--- config.mk ---
export PLATFORM = sky130hd
export DESIGN_NAME = tcp_conn_ctrl
export DESIGN_NICKNAME = d
export VERILOG_FILES = /design/src/rtl/tcp_conn_ctrl.sv
export SDC_FILE = /design/constraint.sdc
export NUM_CORES = 1
export LEC_CHECK = 0
export BUFFER_PORTS_ARGS = -buffer_cell sky130_fd_sc_hd__buf_2
export CORE_AREA = 2 2 213 215
export CTS_CLUSTER_SIZE = 28
export DETAILED_ROUTE_END_ITERATION = 10
export DIE_AREA = 0 0 215 217
export SETUP_SLACK_MARGIN = 0.1
export SYNTH_ARGS = -nofsm -noshare
export SYNTH_HDL_FRONTEND = slang
export SYNTH_SLANG_ARGS = --single-unit
--- constraint.sdc ---
create_clock -name clk -period 5.5 [get_ports clk]
set_input_delay 0.55 -clock clk [delete_from_list [all_inputs] [get_ports clk]]
set_output_delay 0.55 -clock clk [all_outputs]
set_load 0.01 [all_outputs]
--- src/rtl/tcp_conn_ctrl.sv ---
// TCP connection endpoint FSM: open/listen, data, close, retransmit.
// Optional: define TCP_RST_ABORT_EN to abort on inbound RST.
module tcp_conn_ctrl #(
  parameter logic [15:0] LOCAL_PORT     = 16'd1024,
  parameter logic [31:0] ISN            = 32'h1000,
  parameter logic [15:0] WINDOW         = 16'd4096,
  parameter int unsigned TIMEOUT_CYCLES = 1000,
  parameter int unsigned MAX_RETRIES    = 3
) (
  input  logic         clk,
  input  logic         rst,
  input  logic         pkt_in_valid,
  input  logic [223:0] packet_in,
  input  logic         listen_req,
  input  logic         open_req,
  input  logic         close_req,
  input  logic [15:0]  remote_port,
  input  logic         tx_valid,
  input  logic [31:0]  tx_data,
  output logic         tx_ready,
  output logic         rx_valid,
  output logic [31:0]  rx_data,
  output logic         pkt_out_valid,
  output logic [223:0] packet_out,
  output logic [2:0]   state_o,
  output logic [3:0]   retry_cnt,
  output logic         abort
);

  typedef enum logic [2:0] {
    S_CLOSED   = 3'd0,
    S_LISTEN   = 3'd1,
    S_SYN_SENT = 3'd2,
    S_SYN_RCVD = 3'd3,
    S_ESTAB    = 3'd4,
    S_FIN_WAIT = 3'd5,
    S_LAST_ACK = 3'd6,
    S_TIME_WAIT = 3'd7
  } state_e;

  localparam int unsigned TW = $clog2(TIMEOUT_CYCLES + 1);
  localparam logic [TW-1:0] TMAX = TW'(TIMEOUT_CYCLES - 1);
  localparam logic [3:0] RMAX = 4'(MAX_RETRIES);

  localparam logic [4:0] F_FIN = 5'b00001;
  localparam logic [4:0] F_SYN = 5'b00010;
  localparam logic [4:0] F_PSH = 5'b01000;
  localparam logic [4:0] F_ACK = 5'b10000;

  state_e         state_q, state_d;
  logic [31:0]    snd_q, snd_d;
  logic [31:0]    rcv_q, rcv_d;
  logic [15:0]    rem_q, rem_d;
  logic [TW-1:0]  tmr_q, tmr_d;
  logic [3:0]     rty_q, rty_d;
  logic           pv_q, pv_d;
  logic [223:0]   pkt_q, pkt_d;
  logic           rxv_q, rxv_d;
  logic [31:0]    rxd_q, rxd_d;
  logic           ab_q, ab_d;

  logic [15:0] in_dst, in_src;
  logic [31:0] in_seq, in_ackn, in_data;
  logic        in_fin, in_syn, in_psh, in_ack;
  logic        match, timed, tmo, tmo_go, rst_hit;
  logic        unused_in;

  assign in_dst  = packet_in[15:0];
  assign in_src  = packet_in[31:16];
  assign in_seq  = packet_in[63:32];
  assign in_ackn = packet_in[95:64];
  assign in_fin  = packet_in[112];
  assign in_syn  = packet_in[113];
  assign in_psh  = packet_in[115];
  assign in_ack  = packet_in[116];
  assign in_data = packet_in[223:192];
  assign unused_in = ^{packet_in[191:117], packet_in[114],
                       packet_in[111:96]};

  assign match = pkt_in_valid && (in_dst == LOCAL_PORT);
  assign timed = state_q inside {S_SYN_SENT, S_SYN_RCVD, S_FIN_WAIT,
                                 S_LAST_ACK, S_TIME_WAIT};
  assign tmo    = timed && (tmr_q == TMAX);
  assign tmo_go = tmo && !match;

`ifdef TCP_RST_ABORT_EN
  assign rst_hit = match && packet_in[114] &&
                   !(state_q inside {S_CLOSED, S_LISTEN});
`else
  assign rst_hit = 1'b0;
`endif

  assign tx_ready = (state_q == S_ESTAB) && !rst_hit &&
                    !(match && (in_fin || in_psh));

  function automatic logic [223:0] pk(
    input logic [15:0] dst,
    input logic [31:0] sq,
    input logic [31:0] ak,
    input logic [4:0]  fl,
    input logic [31:0] dat
  );
    logic [223:0] p;
    p            = '0;
    p[15:0]      = dst;
    p[31:16]     = LOCAL_PORT;
    p[63:32]     = sq;
    p[95:64]     = ak;
    p[111:96]    = WINDOW;
    p[116:112]   = fl;
    p[127:124]   = 4'd5;
    p[223:192]   = dat;
    return p;
  endfunction

  // Next state, sequence tracking and response packet selection
  always_comb begin
    state_d = state_q;
    snd_d   = snd_q;
    rcv_d   = rcv_q;
    rem_d   = rem_q;
    tmr_d   = tmr_q;
    rty_d   = rty_q;
    pv_d    = 1'b0;
    pkt_d   = pkt_q;
    rxv_d   = 1'b0;
    rxd_d   = rxd_q;
    ab_d    = 1'b0;
    if (rst_hit) begin
      state_d = S_CLOSED;
      ab_d    = 1'b1;
    end else begin
      unique case (state_q)
        S_CLOSED: begin
          if (open_req) begin
            rem_d   = remote_port;
            snd_d   = ISN + 32'd1;
            pv_d    = 1'b1;
            pkt_d   = pk(remote_port, ISN, '0, F_SYN, '0);
            state_d = S_SYN_SENT;
          end else if (listen_req) begin
            state_d = S_LISTEN;
          end
        end
        S_LISTEN: begin
          if (match && in_syn && !in_ack) begin
            rcv_d   = in_seq + 32'd1;
            rem_d   = in_src;
            snd_d   = ISN + 32'd1;
            pv_d    = 1'b1;
            pkt_d   = pk(in_src, ISN, in_seq + 32'd1, F_SYN | F_ACK, '0);
            state_d = S_SYN_RCVD;
          end
        end
        S_SYN_SENT: begin
          if (match && in_syn && in_ack && in_ackn == snd_q) begin
            rcv_d   = in_seq + 32'd1;
            pv_d    = 1'b1;
            pkt_d   = pk(rem_q, snd_q, in_seq + 32'd1, F_ACK, '0);
            state_d = S_ESTAB;
          end
        end
        S_SYN_RCVD: begin
          if (match && in_ack && in_ackn == snd_q) state_d = S_ESTAB;
        end
        S_ESTAB: begin
          if (match && in_fin) begin
            rcv_d   = rcv_q + 32'd1;
            pv_d    = 1'b1;
            pkt_d   = pk(rem_q, snd_q, rcv_q + 32'd1, F_FIN | F_ACK, '0);
            state_d = S_LAST_ACK;
          end else if (match && in_psh) begin
            pv_d = 1'b1;
            if (in_seq == rcv_q) begin
              rxv_d = 1'b1;
              rxd_d = in_data;
              rcv_d = rcv_q + 32'd4;
              pkt_d = pk(rem_q, snd_q, rcv_q + 32'd4, F_ACK, '0);
            end else begin
              pkt_d = pk(rem_q, snd_q, rcv_q, F_ACK, '0);
            end
          end else if (close_req) begin
            pv_d    = 1'b1;
            pkt_d   = pk(rem_q, snd_q, rcv_q, F_FIN | F_ACK, '0);
            snd_d   = snd_q + 32'd1;
            state_d = S_FIN_WAIT;
          end else if (tx_valid && tx_ready) begin
            pv_d  = 1'b1;
            pkt_d = pk(rem_q, snd_q, rcv_q, F_PSH | F_ACK, tx_data);
            snd_d = snd_q + 32'd4;
          end
        end
        S_FIN_WAIT: begin
          if (match && in_fin && in_ack && in_ackn == snd_q) begin
            rcv_d   = rcv_q + 32'd1;
            pv_d    = 1'b1;
            pkt_d   = pk(rem_q, snd_q, rcv_q + 32'd1, F_ACK, '0);
            state_d = S_TIME_WAIT;
          end
        end
        S_LAST_ACK: begin
          if (match && in_ack && in_ackn == snd_q) state_d = S_CLOSED;
        end
        S_TIME_WAIT: begin
        end
      endcase
      // A matching packet this cycle blocks tmo_go, so no transition
      // above can coincide with a timeout action here.
      if (tmo_go) begin
        if (state_q == S_TIME_WAIT) begin
          state_d = S_CLOSED;
        end else if (rty_q == RMAX) begin
          state_d = S_CLOSED;
          ab_d    = 1'b1;
        end else begin
          pv_d  = 1'b1;
          rty_d = rty_q + 4'd1;
        end
      end
    end
    if (state_d != state_q) begin
      tmr_d = '0;
      rty_d = '0;
    end else if (!timed) begin
      tmr_d = '0;
    end else if (tmo) begin
      tmr_d = match ? tmr_q : '0;
    end else begin
      tmr_d = tmr_q + 1'b1;
    end
  end

  // State and registered outputs
  always_ff @(posedge clk) begin
    if (rst) begin
      state_q <= S_CLOSED;
      snd_q   <= ISN;
      rcv_q   <= '0;
      rem_q   <= '0;
      tmr_q   <= '0;
      rty_q   <= '0;
      pv_q    <= 1'b0;
      pkt_q   <= '0;
      rxv_q   <= 1'b0;
      rxd_q   <= '0;
      ab_q    <= 1'b0;
    end else begin
      state_q <= state_d;
      snd_q   <= snd_d;
      rcv_q   <= rcv_d;
      rem_q   <= rem_d;
      tmr_q   <= tmr_d;
      rty_q   <= rty_d;
      pv_q    <= pv_d;
      pkt_q   <= pkt_d;
      rxv_q   <= rxv_d;
      rxd_q   <= rxd_d;
      ab_q    <= ab_d;
    end
  end

  assign rx_valid      = rxv_q;
  assign rx_data       = rxd_q;
  assign pkt_out_valid = pv_q;
  assign packet_out    = pkt_q;
  assign state_o       = state_q;
  assign retry_cnt     = rty_q;
  assign abort         = ab_q;

endmodule
==> flow_summary.ini, run 1 <==
[place]
place_area_um2 = 16280
hpwl_um = 36800
port_buffers = 349
dp_cells = 2691
globalplace.congestion = 0.9786

[timing]
hold_viol = 0
setup_violations = 0
rsz0062_at_grt = no
timing.max_slew.rel_slack_pct = 16.26
worst_pin_slew_ps = 1252
min_period_ps = 4212
skew_ps = 30.22
finalMaxSlewViolations = 0
timing.final.crit_share_pct = 76.58
fmax_ghz = 0.2374
fin_tns_setup_ps = 0

[drt]
drc = 0
via_count = 14520
wl_per_cell_um = 18.94
routed_wl_um = 51950
firstDrtPassIters = 7
drtIter0Drc = 1278
vias_per_cell = 5.295
antenna_left = 0

[setup_path]
r2r_setup_slack_ps = 1290
end_kind = register
cp-start-kind = register
crit_fanout = 56
critPathKind = register to register
rr_startpoint = state_o[2]$_SDFF_PP0_
r2r-end = packet_out[83]$_SDFFE_PP0P_
reg2reg_depth = 7
required_ps = 5900
crit_arrival_ps = 4620

[die]
rows = 78
die_w_um = 215
core_um2 = 44700
start_util_pct = 32.38
die_y_um = 217
pin_count = 546
dieArea_um2 = 46660

[yosys]
synth.area.top_cells = dfxtp_1, xor2_1, nand2_1
syn-cell-area_um2 = 14470
synth_top_area_share_pct = 34.44
yosys_warnings = 0
synthCells = 1855
synth-seq-cells = 249
async_reset_ff_share_pct = 0
synth_top_cell_by_area = dfxtp_1
seq_area_frac_synth_pct = 34.44
ys_types = 74
syn_avg_cell_area_um2 = 7.802
ys.flop_type = dfxtp_1
synth-edff-count = 0

[clock_tree]
clock_latency_ps = 580
cts_resized = 0
path_clk_slew_ps = 60
cts_hold_buf = 0
numCtsBuffers = 29
cts_tree = built
cts_sinks = 249
cts_root_buf = clkbuf_16
htree_levels = 1
postCtsSetupRepairBufs = 0
ctsLongestPathBuffers = 3

[grt]
grt_pass1_vias = 13610
grt_usage_pct = 21.03
antenna_found_initial = 1
grt_max_degree = 88
grt_pass1_wl_um = 78150
globalRoute.totalOverflow = 0

[run]
cap_viol_max_count = 0

[run_status]
status = complete, no violations

[cells_and_area]
fin_area_um2 = 17280
drive_gt1_share_pct = 21.79
nNetsFinal = 2409
fin_cells = 2743
antenna_cells = 0
syn_to_final_growth_pct = 19.41

[worst_hold_path]
min_to = rx_data[23]$_SDFFE_PP0P_
worstHoldStart = packet_in[215]
min_path_cells = 3
hp-class = primary input to register

[pwr]
p_per_area_nw_per_um2 = 274.4
power_leakage_uw = 0.007020
ir_drop_mv = 0.2291
[kinds of logic after synthesis]
group / Yosys count / synth area share (%)
simple gates: 703 / 23.77
compound gates: 448 / 19.74
buf+inv: 261 / 9.778
flops: 249 / 34.44
xor+xnor: 148 / 8.956
mux: 37 / 2.594
fa+ha+maj: 8 / 0.6917
other cells: 1 / 0.02591
[cells in the final DEF (no fill, tap or decap), types with 30 or more instances in the layout]
cell     Yosys  final
nor3_1      41     38
nand3_1    100    100
and3_1      31     31
xor2_1     113    113
mux2i_1     33     33
buf_2        8    348
nand2_1    227    227
a21oi_1    165    165
nor2_1     145    143
dfxtp_1    249    249
a22o_1      40     40
xnor2_1     35     35
nand4_1     35     35
o21ai_0     74     74
conb_1       1    104
buf_4      109     30
[cells in the mapped netlist (9+ instances only)]
| library cell | instances |
|---|---|
| a22o_1 | 40 |
| nand4_1 | 35 |
| o22ai_1 | 26 |
| nor3_1 | 41 |
| nand3_1 | 100 |
| dfxtp_1 | 249 |
| o2bb2ai_1 | 18 |
| inv_1 | 16 |
| nand2_1 | 227 |
| mux2i_1 | 33 |
| and3_1 | 31 |
| nor4_1 | 26 |
| nor2_1 | 145 |
| a211oi_1 | 25 |
| and2_1 | 16 |
| buf_1 | 9 |
| clkbuf_1 | 116 |
| o211ai_1 | 22 |
| a21oi_1 | 165 |
| o21a_1 | 11 |
| or3_1 | 19 |
| xnor2_1 | 35 |
| and4_1 | 15 |
| a31oi_1 | 13 |
| buf_4 | 109 |
| o21ai_0 | 74 |
| xor2_1 | 113 |
| or2_2 | 10 |
[worst max-delay path: stages, from the launching register on]
cell and delay (ps):
dfxtp_1 770, inv_1 310, or3_1 440, or3_1 430, o21ai_0 330, or3_4 640
or3_1 920, o32ai_2 180
[registers in the layout, summed over array words and instances, names as in the netlist, 3 cells and up]
| signal | count |
|---|---|
| packet_out | 117 |
| tmr_q | 10 |
| retry_cnt | 4 |
| rx_data | 32 |
| snd_q | 32 |
| state_o | 3 |
| rem_q | 16 |
| rcv_q | 32 |
[routing by layer]
| layer | track usage, % | routed length (µm) | vias to the layer above |
|---|---|---|---|
| li1 | - | - | 6918 |
| met5 | 0.4167 | 0 | - |
| met3 | 5.031 | 4756 | 115 |
| met2 | 33.98 | 23420 | 701 |
| met1 | 26.72 | 21740 | 6789 |
| met4 | 9.149 | 2032 | 0 |
[power breakdown]
| group | leakage [µW] | internal (µW) | switching [µW] | total [µW] |
|---|---|---|---|---|
| combinational | 0.00451 | 249 | 502 | 751 |
| clock | 0.000495 | 1230 | 809 | 2040 |
| sequential | 0.00202 | 1870 | 78.6 | 1950 |
| total | 0.00702 | 3350 | 1390 | 4740 |
[cell type report]
type | count | area, µm²
Sequential cell | 249 | 4985
Tap cell | 600 | 750.7
Fill cell | 4700 | 27420
Inverter | 16 | 60.06
Timing Repair Buffer | 378 | 1967
Clock buffer | 39 | 823.3
Multi-Input combinational cell | 1448 | 8517
Clock inverter | 13 | 178.9
[how the worst max path moves through the flow]
| stage | startpoint | to | slack (ps) |
|---|---|---|---|
| after floorplan | packet_in[12] | packet_out[66]$_SDFFE_PP0P_ | 2410 |
| after global placement | packet_in[0] | packet_out[83]$_SDFFE_PP0P_ | 1070 |
| after detailed placement | packet_in[0] | packet_out[83]$_SDFFE_PP0P_ | 1020 |
| after CTS | snd_q[22]$_SDFFE_PP0P_ | packet_out[83]$_SDFFE_PP0P_ | 1320 |
| after global routing | state_o[2]$_SDFF_PP0_ | packet_out[76]$_SDFFE_PP0P_ | 1090 |
| final | state_o[2]$_SDFF_PP0_ | packet_out[83]$_SDFFE_PP0P_ | 1290 |
[metrics by stage]
stage	power [µW]	worst slack [ps]	util [%]	hold WS, ps
2_1_floorplan	2485	2409	-	472.5
3_3_place_gp	2723	1070	36.42	434.9
3_5_place_dp	2732	1016	36.42	441.3
4_1_cts	4789	1322	38.66	174.2
5_1_grt	4958	1086	38.66	184.8
6_report	4742	1288	38.66	200.6
(Power assumes the default switching activity.)
==> run 2: changes to the inputs <==
Clock period 5.5 ns to 3.44 ns, I/O delays scaled along.
==> run 2 against run 1 <==
Against the previous run: sequential power increased by 57%; flip-flop and latch count unchanged; count of clock-buffer cells in the layout increased by 4; global-route usage increased by 1.1 points; register-to-register slack got worse by 1000 ps; die area unchanged; non-clock buffer count increased by 135; design area increased by 6.9%; combinational power increased by 85%; via count increased by 4.2%.
==> flow_summary.ini, run 2 (synthesis results as in run 1) <==
[timing]
setup_violations = 0
timing.max_slew.rel_slack_pct = 29.14
rsz0062_at_grt = no
fin_tns_setup_ps = 0
skew_ps = 14.00
hold_viol = 0
finalMaxSlewViolations = 0
timing.final.crit_share_pct = 92.69
worst_pin_slew_ps = 1060
fmax_ghz = 0.3136
holdWs_ps = 25.76
min_period_ps = 3188

[grt]
grt_use_met3_pct = 4.207
met1_usage_pct = 28.87
grt_usage_pct = 22.11
top_usage_layer = met2
use_met2_pct = 35.70
grt_max_degree = 59
grt_pass1_vias = 14040
antenna_found_initial = 2
globalRoute.totalOverflow = 0
grt_pass1_wl_um = 82040

[die]
die_w_um = 215
pin_count = 546
core_um2 = 44700
rows = 78
dieArea_um2 = 46660
start_util_pct = 32.38
die_y_um = 217

[place]
hpwl_um = 38910
globalplace.congestion = 1.014
port_buffers = 349

[clock_tree]
numCtsBuffers = 29
path_clk_slew_ps = 60
postCtsSetupRepairBufs = 0
cts_root_buf = clkbuf_16
clock_latency_ps = 590
cts_tree = built
ctsLongestPathBuffers = 3
htree_levels = 1
cts_sinks = 249

[cells_and_area]
final_common_cell = buf_2
syn_to_final_growth_pct = 27.60
postLayoutCoreUtil_pct = 41.32
drive_gt1_share_pct = 23.61
final_cell_mix = buf_2, dfxtp_1, nand2_1
largest_reg_flops = 117
nNetsFinal = 2544

[pwr]
ir_drop_mv = 0.4674
power_leakage_uw = 0.007651
p_per_area_nw_per_um2 = 416.0

[drt]
wl_per_cell_um = 18.94
firstDrtPassIters = 5
drc = 0
antenna_left = 0
vias_per_cell = 5.250
routed_wl_um = 54580
via_count = 15130
drtIter0Drc = 1393

[setup_path]
crit_fanout = 9
crit_path_cell_trace = xor2_1 > nor4_1 > nand4_1 > buf_4 > or3_1 > or3_1 > mux2_2 > a21oi_1 > o2bb2ai_1
crit_arrival_ps = 3660
crit_slowest_cell = or3_1
slowest_delay_ps = 610
required_ps = 3910
cp-start-kind = register
end_kind = register
critPathKind = register to register
path_common_cell = or3_1

[worst_hold_path]
hp-class = primary input to register

[run_status]
status = complete, no violations

[run]
cap_viol_max_count = 0
-- run 2: metrics by stage --
step | std cells | area, µm² | power [µW] | worst slack, ps
3_3_place_gp | 2764 | 16860 | 4430 | 183.3
2_1_floorplan | 1958 | 14860 | 3973 | 554.5
6_report | 2881 | 18470 | 7682 | 251.6
5_1_grt | 2881 | 18470 | 7984 | 139.7
4_1_cts | 2879 | 18460 | 7743 | 197.3
3_5_place_dp | 2764 | 16860 | 4447 | 175.9
-- run 2: where the power goes --
part / switching (µW) / internal, µW / leakage [µW] / total [µW]
sequential: 77.0 / 2990 / 0.00202 / 3070
combinational: 887 / 507 / 0.00516 / 1390
clock: 1350 / 1870 / 0.000471 / 3220
total: 2310 / 5370 / 0.00765 / 7680
-- run 2: timing repair --
item	CTS	global route
hold endpoints to repair	62	0
endpoints found under the setup margin	0	2
hold buffers	62	0
resized for setup	0	1
-- run 2: critical path, delay by kind of cell, from the launching register on --
| family | cells | cell delay (ps) |
|---|---|---|
| simple gates | 4 | 1720 |
| compound gates | 2 | 270 |
| xor+xnor | 1 | 150 |
| buf+inv | 1 | 210 |
| flops | 1 | 430 |
| mux | 1 | 300 |
-- run 2: metal layers --
layer	up-vias	wire length, µm
met4	0	2052
met3	127	4312
met1	7127	23180
met5	-	0
met2	695	25030
li1	7177	-
-- run 2: cell type report --
class,count,area (µm²)
diodes,2,5.005
clock buffers,43,858.3
clock inverters,10,118.9
fillers,4575,26230
inverters,16,60.06
multi-input cells,1448,8504
flip-flops and latches,249,4985
well taps,600,750.7
repair buffers,513,3186
-- run 2: final timing paths --
| path | from | end | slack (ps) | depth (start not counted) |
|---|---|---|---|---|
| worst min-delay path | tx_data[26] | packet_out[218]$_SDFFE_PP0P_ | 30 | 2 |
| worst max-delay path | rcv_q[12]$_SDFFE_PP0P_ | packet_out[85]$_SDFFE_PP0P_ | 250 | 9 |
| worst min register to register | packet_out[15]$_SDFFE_PP0P_ | packet_out[15]$_SDFFE_PP0P_ | 450 | 2 |
| worst max register to register | rcv_q[12]$_SDFFE_PP0P_ | packet_out[85]$_SDFFE_PP0P_ | 250 | 9 |
